$ cat src/rtl/calc_key_entry_if.sv
// Keypad-to-calculator bundle: raw key level/code in, operands/operator/status out.
// The slave modport is the key-entry block; the master modport is the keypad/consumer side.
interface calc_key_entry_if;
  logic       key_raw;
  logic [3:0] key_code;
  logic [3:0] num1;
  logic [3:0] num2;
  logic [3:0] select;
  logic       result_valid;
  logic       done;
  logic       key_ack;
  logic       err;
  logic [2:0] state;

  modport master (
    output key_raw, key_code,
    input  num1, num2, select, result_valid, done, key_ack, err, state
  );

  modport slave (
    input  key_raw, key_code,
    output num1, num2, select, result_valid, done, key_ack, err, state
  );
endinterface

$ cat src/rtl/calc_key_entry.sv
// Calculator key entry: synchronize + debounce a bouncing keypad, then walk
// an operand/operator/operand/equals FSM with ack/err/done pulses.
module calc_key_entry #(
  parameter int DEB_CYCLES = 4
) (
  input  logic             clk,
  input  logic             rst_n,
  calc_key_entry_if.slave  kif
);

  typedef enum logic [2:0] {
    S_N1   = 3'd0,
    S_OP   = 3'd1,
    S_N2   = 3'd2,
    S_EQ   = 3'd3,
    S_DONE = 3'd4
  } state_e;

  localparam logic [7:0] DEB     = 8'(DEB_CYCLES);
  localparam logic [3:0] K_EQ    = 4'd14;
  localparam logic [3:0] K_CLR   = 4'd15;

  logic [1:0] raw_sync_q;
  logic [3:0] code_s1_q, code_s2_q, code_prev_q;
  logic       raw_s;
  logic [7:0] cnt_q, cnt_d, rel_q, rel_d;
  logic       armed_q, armed_d;
  logic       press_q, press_d;
  logic [3:0] pcode_q;

  state_e     state_q, state_d;
  logic [3:0] num1_q, num1_d, num2_q, num2_d, sel_q, sel_d;
  logic       done_q, done_d, err_q, err_d;

  assign raw_s = raw_sync_q[1];

  // Press count restarts on any code change; release count must fill before re-arming.
  always_comb begin
    cnt_d   = '0;
    rel_d   = '0;
    armed_d = armed_q;
    press_d = 1'b0;
    if (raw_s) begin
      if (cnt_q == 8'd0 || code_s2_q != code_prev_q) cnt_d = 8'd1;
      else if (cnt_q != DEB)                         cnt_d = cnt_q + 8'd1;
      else                                           cnt_d = cnt_q;
      if (armed_q && cnt_d == DEB) begin
        press_d = 1'b1;
        armed_d = 1'b0;
      end
    end else begin
      rel_d = (rel_q == DEB) ? rel_q : rel_q + 8'd1;
      if (rel_d == DEB) armed_d = 1'b1;
    end
  end

  always_ff @(posedge clk or negedge rst_n) begin
    if (!rst_n) begin
      raw_sync_q  <= '0;
      code_s1_q   <= '0;
      code_s2_q   <= '0;
      code_prev_q <= '0;
      cnt_q       <= '0;
      rel_q       <= '0;
      armed_q     <= 1'b0;
      press_q     <= 1'b0;
      pcode_q     <= '0;
    end else begin
      raw_sync_q  <= {raw_sync_q[0], kif.key_raw};
      code_s1_q   <= kif.key_code;
      code_s2_q   <= code_s1_q;
      code_prev_q <= code_s2_q;
      cnt_q       <= cnt_d;
      rel_q       <= rel_d;
      armed_q     <= armed_d;
      press_q     <= press_d;
      if (press_d) pcode_q <= code_s2_q;
    end
  end

  logic       is_digit, is_op;
  logic [3:0] op_idx;
  assign is_digit = (pcode_q <= 4'd9);
  assign is_op    = (pcode_q >= 4'd10) && (pcode_q <= 4'd13);
  assign op_idx   = pcode_q - 4'd10;

  always_comb begin
    state_d = state_q;
    num1_d  = num1_q;
    num2_d  = num2_q;
    sel_d   = sel_q;
    done_d  = 1'b0;
    err_d   = 1'b0;
    case (state_q)
      S_N1, S_OP, S_N2, S_EQ, S_DONE: begin
        if (press_q) begin
          if (pcode_q == K_CLR) begin
            num1_d  = '0;
            num2_d  = '0;
            sel_d   = '0;
            state_d = S_N1;
          end else if (is_digit) begin
            case (state_q)
              S_N1:    begin num1_d = pcode_q; state_d = S_OP; end
              S_OP:    num1_d = pcode_q;
              S_N2:    begin num2_d = pcode_q; state_d = S_EQ; end
              S_EQ:    num2_d = pcode_q;
              default: begin
                num1_d  = pcode_q;
                num2_d  = '0;
                sel_d   = '0;
                state_d = S_OP;
              end
            endcase
          end else if (is_op) begin
            if (state_q == S_OP || state_q == S_N2) begin
              sel_d   = 4'b0001 << op_idx[1:0];
              state_d = S_N2;
            end else begin
              err_d = 1'b1;
            end
          end else if (pcode_q == K_EQ) begin
            if (state_q == S_EQ) begin
              state_d = S_DONE;
              done_d  = 1'b1;
            end else begin
              err_d = 1'b1;
            end
          end
        end
      end
      default: state_d = S_N1;  // codes 5-7 are unreachable; fall back to a clean start
    endcase
  end

  always_ff @(posedge clk or negedge rst_n) begin
    if (!rst_n) begin
      state_q <= S_N1;
      num1_q  <= '0;
      num2_q  <= '0;
      sel_q   <= '0;
      done_q  <= 1'b0;
      err_q   <= 1'b0;
    end else begin
      state_q <= state_d;
      num1_q  <= num1_d;
      num2_q  <= num2_d;
      sel_q   <= sel_d;
      done_q  <= done_d;
      err_q   <= err_d;
    end
  end

  assign kif.num1         = num1_q;
  assign kif.num2         = num2_q;
  assign kif.select       = sel_q;
  assign kif.state        = state_q;
  assign kif.result_valid = (state_q == S_DONE);
  assign kif.done         = done_q;
  assign kif.err          = err_q;
  assign kif.key_ack      = press_q;

endmodule

$ cat src/flat_wrapper.sv
// flat-port wrapper written by rule: the top's interface ports become plain ports
module calc_key_entry_flat 
#(
  parameter int DEB_CYCLES = 4
)
  (clk, rst_n, kif_key_raw, kif_key_code, kif_num1, kif_num2, kif_select, kif_result_valid, kif_done, kif_key_ack, kif_err, kif_state);
  calc_key_entry_if kif_i ();
  input  logic clk;
  input  logic rst_n;
  input wire logic [$bits(kif_i.key_raw)-1:0] kif_key_raw;
  input wire logic [$bits(kif_i.key_code)-1:0] kif_key_code;
  output wire logic [$bits(kif_i.num1)-1:0] kif_num1;
  output wire logic [$bits(kif_i.num2)-1:0] kif_num2;
  output wire logic [$bits(kif_i.select)-1:0] kif_select;
  output wire logic [$bits(kif_i.result_valid)-1:0] kif_result_valid;
  output wire logic [$bits(kif_i.done)-1:0] kif_done;
  output wire logic [$bits(kif_i.key_ack)-1:0] kif_key_ack;
  output wire logic [$bits(kif_i.err)-1:0] kif_err;
  output wire logic [$bits(kif_i.state)-1:0] kif_state;
  assign kif_i.key_raw = kif_key_raw;
  assign kif_i.key_code = kif_key_code;
  assign kif_num1 = kif_i.num1;
  assign kif_num2 = kif_i.num2;
  assign kif_select = kif_i.select;
  assign kif_result_valid = kif_i.result_valid;
  assign kif_done = kif_i.done;
  assign kif_key_ack = kif_i.key_ack;
  assign kif_err = kif_i.err;
  assign kif_state = kif_i.state;
  calc_key_entry #(.DEB_CYCLES(DEB_CYCLES)) u_core (.clk(clk), .rst_n(rst_n), .kif(kif_i));
endmodule
$ cat config.mk
export PLATFORM = sky130hd
export DESIGN_NAME = calc_key_entry_flat
export DESIGN_NICKNAME = d
export VERILOG_FILES = /design/src/rtl/calc_key_entry_if.sv /design/src/rtl/calc_key_entry.sv /design/src/flat_wrapper.sv
export SDC_FILE = /design/constraint.sdc
export NUM_CORES = 1
export LEC_CHECK = 0
export BUFFER_PORTS_ARGS = -buffer_cell sky130_fd_sc_hd__buf_2
export CAP_MARGIN = 20
export CORE_MARGIN = 1.5
export CORE_UTILIZATION = 30
export CTS_BUF_LIST = sky130_fd_sc_hd__clkbuf_4
export CTS_CLUSTER_SIZE = 8
export DETAILED_ROUTE_END_ITERATION = 10
export PLACE_DENSITY = 0.47
export RECOVER_POWER = 50
export SLEW_MARGIN = 10
export SYNTH_ARGS = -nofsm -noshare
export SYNTH_HDL_FRONTEND = slang
export SYNTH_SLANG_ARGS = --single-unit
$ cat constraint.sdc
create_clock -name clk -period 2 [get_ports clk]
set_input_delay 0.1 -clock clk [delete_from_list [all_inputs] [get_ports clk]]
set_output_delay 0.1 -clock clk [all_outputs]
set_load 0.01 [all_outputs]
After elaboration in Yosys (flattened, before gate mapping)
Index checks and enable logic that the tools add are counted.
{"block": "classes", "shifts": 1, "n_addsub": 3, "n_lt_le_gt_ge": 3, "eq_ne": 20, "n_reduce_logical": 20, "mux": 46}
{"cell": "two-way mux 8 bit", "n": 6}
{"cell": "two-way mux 4 bit", "n": 10}
{"cell": "== test 8 x 3 -> 1 bit, second input constant", "n": 3}
{"cell": "two-way mux 3 bit", "n": 8}
{"cell": "two-way mux 1 bit", "n": 20}
{"cell": "adder 8 x 1 -> 8 bit, second input constant", "n": 2}
{"cell": "inequality test 5 x 1 -> 1 bit, second input constant", "n": 2}
{"cell": "AND reduction 5 bit", "n": 2}
{"cell": "== test 4 bit, second input constant", "n": 2}
{"cell": "<= comparator 4 bit, second input constant", "n": 2}
{"cell": "zero test 8 bit", "n": 1}
{"cell": "inequality test 8 x 3 -> 1 bit, second input constant", "n": 1}
{"cell": "one-hot mux 4 bit (2 select lines)", "n": 1}
{"cell": "AND reduction 4 bit", "n": 2}
{"cell": "== test 3 x 2 -> 1 bit, second input constant", "n": 2}
{"cell": "inequality test 2 x 1 -> 1 bit, second input constant", "n": 3}
{"cell": "one-hot mux 3 bit (2 select lines)", "n": 1}
{"cell": "nonzero test 3 bit", "n": 2}
{"cell": "OR reduction 2 bit", "n": 3}
{"cell": "inequality test 5 x 4 -> 1 bit, second input constant", "n": 1}
{"cell": "OR reduction 5 bit", "n": 1}
{"cell": ">= comparator 4 bit, second input constant", "n": 1}
{"cell": "inequality test 4 bit", "n": 1}
{"cell": "inequality test 4 bit, second input constant", "n": 1}
{"cell": "12 further kinds", "n": 15}
{"block": "word_totals", "regBits": 53}

Depth between registers and ports, before layout
{"block": "depth", "word_depth": 8, "mapped_depth": 8, "mapped_depth_nobuf": 7}

Worst setup path after synthesis
Ideal clock, no wire load.
{"block": "synth_path", "path_type": "reg-to-reg", "start": "register u_core.cnt_q[0]", "end": "register u_core.pcode_q[0]", "setup_ps": 125, "path_stages_with_launch": 8, "path_buffers": 1, "arrival_ps": 1943, "slack_ps": -68, "path_cell_list": "dfrtp_1 -> ha_1 -> buf_2 -> xor2_1 -> or4_4 -> a21oi_4 -> o211ai_4 -> mux2_4"}
{"block": "synth_via", "elab_chain_cells": 8}
{"item": "start: declaration", "line": "calc_key_entry.sv:26", "source": "logic [7:0] cnt_q, cnt_d, rel_q, rel_d;"}
{"item": "start signal: assignment", "line": "calc_key_entry.sv:73", "source": "cnt_q <= cnt_d;"}
{"item": "adder 8 x 1 -> 8 bit, or another cell as far along", "line": "calc_key_entry.sv:45", "source": "else if (cnt_q != DEB) cnt_d = cnt_q + 8'd1;"}
{"item": "two-way mux 8 bit / logical OR 1 bit (equally long branches)", "line": "calc_key_entry.sv:45, calc_key_entry.sv:44"}
{"item": "two-way mux 8 bit (*)", "line": "calc_key_entry.sv:44", "source": "if (cnt_q == 8'd0 || code_s2_q != code_prev_q) cnt_d = 8'd1;"}
{"item": "two-way mux 8 bit (*)", "line": "calc_key_entry.sv:43", "source": "if (raw_s) begin"}
{"item": "== test 8 x 3 -> 1 bit (*)", "line": "calc_key_entry.sv:47", "source": "if (armed_q && cnt_d == DEB) begin"}
{"item": "logical AND 1 bit (*)", "line": "calc_key_entry.sv:47"}
{"item": "two-way mux 1 bit (*)", "line": "calc_key_entry.sv:47"}
{"item": "two-way mux 1 bit (*)", "line": "calc_key_entry.sv:43"}
{"item": "end signal: assignment", "line": "calc_key_entry.sv:77", "source": "if (press_d) pcode_q <= code_s2_q;"}
{"item": "end: declaration", "line": "calc_key_entry.sv:29", "source": "logic [3:0] pcode_q;"}
Every way passes the cells marked *; elsewhere a longest branch is shown, timed or not. The select of a mux whose other input is x is not followed.
A chain may end at the register's enable or synchronous reset.

Final worst setup path
{"block": "layout_path", "start": "register u_core.cnt_q[0]", "end": "register u_core.pcode_q[1]"}
The elaborated chain is that of the path after synthesis.

==> results.cfg <==
[status]
status = complete, no violations

[clock_tree]
cts_root_buf = clkbuf_4
clk_latency_ns = 0.37
clock_sinks = 53
cts_buffers = 5
htree_num_levels = 2
cts.clk_slew.worst_paths_ns = 0.16
cts_tree = built
cts_max_path_buffers = 2

[sta]
fin_crit_sh_pct = 98.8
drv_slew = 0
rsz0062_at_grt = yes
fmax_mhz = 506
final.setup_skew_ns = 0.00912
finalSetupViolCount = 0
final.setup.tns_ns = 0
fin_crit_ns = 1.98
max_slew_margin_pct = 11.0
tightest_slew_ns = 1.33
finalHoldViolCount = 0

[yosys]
synthCells = 251
synthTopCellsByCount = dfrtp_1 (53), nand2_1 (26), nor2_1 (22), o21ai_0 (17)
yosys_warnings = 0
yosysUniqueCellTypes = 53
syn_avg_cell_area_um2 = 10.5
synth_edf_count = 0
synth_top_area_cell = dfrtp_1
yosysMostFrequentCell = dfrtp_1
ys_dominant_reg_cell = dfrtp_1
ys_ff_latch = 53
netlist_top_cells_area = dfrtp_1 (50%), xor2_1 (4.7%), nand2_1 (3.7%)
syn_nets = 262
syn-cell-area_mm2 = 0.00263
synthArstFlopShare_pct = 100
yosysTopAreaCellShare_pct = 50.4
synth.yosys.seq_area_share_pct = 50.4

[worst_hold_path]
min_path_cells = 2
min_from = kif_key_code[1]
hp-class = primary input to flip-flop
min_to = u_core.code_s1_q[1]

[flow_run]
cap_violations = 0

[placement]
dp.cells = 385
io_buffers = 25
gp_congestion = 0.768
dp_hpwl_um = 3700
placed_cell_area_mm2 = 0.00296

[worst_setup_path]
cp_num_buf_inv = 1
crit_path_end_kind = flip-flop
rr_worst_depth = 7
regToRegStartpoint = u_core.cnt_q[0]
max_stage_delay_ns = 0.48
rrSetupSlack_ns = 0.02
crit_type = flip-flop to flip-flop
worstPathArrival_ns = 2.26
startpoint_type = flip-flop
crit_slowest_cell = dfrtp_2
worstPathRequired_ns = 2.28
crit_chain = inv_2, ha_4, nor4b_4, and4_4, o2111a_2, o211ai_4, mux2_4
cp_max_fo = 5
critPathTopFamily = simple AND/OR/NAND/NOR gates
reg2reg_to = u_core.pcode_q[1]

[die]
dieWidth_um = 96.7
num_io_pins = 26
num_rows = 33
die_area_mm2 = 0.00934
die_h_um = 96.7
start_util_pct = 31.5
core_area_mm2 = 0.00834

[detailed_routing]
wl_per_cell_um = 12.7
finalWirelength_um = 5100
drc = 0
drt.antenna.violating_nets = 0
first_pass_iters = 4
avgViaCountPerCell = 4.72
drt_iter0_drc = 45
vias = 1896

[layout]
final_net_count = 307
fillCellCount = 857
fin_cells = 402
area_delta_synth_final_pct = 20.2
multi_input_area_mm2 = 0.00123
register_area_mm2 = 0.00133
diodes = 0
drive_above_1_share_pct = 25.6
utilization_pct = 37.9
final_area_mm2 = 0.00316

[global_routing]
antenna_found_initial = 0
grt_usage_pct = 11.5
grt_pass1_vias = 1899
grt_pass1_wl_um = 8940
grt_overflow = 0
grt_max_degree = 32

[pwr]
peakVddDrop_v = 0.000419
powerDensity_mw_per_mm2 = 650
leakage_uw = 0.00144
==> cells by family (layout without fill, tap and decap cells) <==
kind of cell	count (synthesis)	count (layout)	share of synthesized area [%]
simple gates	95	95	19.6
flops	53	53	50.4
compound gates	47	47	12.6
buf+inv	22	68	4.09
xor+xnor	21	21	6.99
mux	9	9	4.37
fa+ha+maj	4	4	1.90
==> routing by layer <==
metal | up-vias | wire (µm) | part of all wire [%] | GRT usage [%]
met4 | 0 | 35 | 0.69 | 3.01
met1 | 911 | 2500 | 49 | 14.8
li1 | 962 | - | - | -
met5 | - | 0 | 0 | 0
met2 | 21 | 2440 | 48 | 19.6
met3 | 2 | 116 | 2.3 | 2.38
==> through the flow <==
| step | power [µW] | hold WS [ns] | setup WS [ns] |
|---|---|---|---|
| 3_3_place_gp | 1430 | 0.128 | 0.0441 |
| 4_1_cts | 2100 | 0.231 | 0.0137 |
| 5_1_grt | 2170 | 0.319 | -0.0226 |
| 3_5_place_dp | 1430 | 0.131 | -0.0154 |
| 6_report | 2050 | 0.352 | 0.0247 |
| 2_1_floorplan | 1350 | -0.196 | -0.0148 |
==> registers in the layout (all words and copies together), names as in the netlist, 2 cells and up <==
| signal | cells |
|---|---|
| u_core.cnt_q | 8 |
| u_core.rel_q | 8 |
| u_core.code_prev_q | 4 |
| u_core.code_s1_q | 4 |
| u_core.code_s2_q | 4 |
| u_core.kif.num1 | 4 |
| u_core.kif.num2 | 4 |
| u_core.kif.select | 4 |
| u_core.pcode_q | 4 |
| u_core.kif.state | 3 |
| u_core.raw_sync_q | 2 |
==> worst max path at each step <==
stage / end / cells after the start / start
5_1_grt: u_core.pcode_q[1] / 7 / u_core.cnt_q[0]
6_report: u_core.pcode_q[1] / 7 / u_core.cnt_q[0]
3_5_place_dp: u_core.pcode_q[2] / 7 / u_core.cnt_q[0]
4_1_cts: u_core.pcode_q[2] / 7 / u_core.cnt_q[0]
2_1_floorplan: u_core.pcode_q[0] / 7 / u_core.cnt_q[0]
3_3_place_gp: u_core.pcode_q[2] / 6 / u_core.cnt_q[0]
==> where the power goes <==
part           total, µW  internal, µW  switching [µW]
clock                635           275             360
combinational        250           120             131
sequential          1170          1120            48.9
total               2050          1510             540
==> cell type report <==
cell class	count	area share, %
Sequential cell	53	42.0
Multi-Input combinational cell	176	39.0
Timing Repair Buffer	52	11.2
Tap cell	105	4.15
Clock inverter	3	1.58
Clock buffer	5	1.19
Inverter	8	0.949
==> repair_timing <==
item | 4_1_cts | 5_1_grt
setup buffers | 0 | 3
endpoints found under the hold margin | 27 | 0
hold buffers | 6 | 0
pin swaps | 1 | 1
endpoints found under the setup margin | 4 | 4
resized for setup | 3 | 4
==> worst reg2reg max path: stages, from the launching register on <==
cell      delay (ns)
dfrtp_2         0.48
inv_2           0.10
ha_4            0.13
nor4b_4         0.25
and4_4          0.28
o2111a_2        0.22
o211ai_4        0.12
mux2_4          0.32
==> placed cells by master, fill, tap and decap left out, drive strengths merged, types with 6 or more instances in the layout <==
cell type,count
buf,45
xor2,14
inv,9
xnor2,7
dlygate4sd3,6
dfrtp,53
a21oi,8
clkbuf,6
o21ai,17
nand3,15
nand2,27
mux2,8
nor2,22
Note: power is estimated with default switching activity, not from simulation.
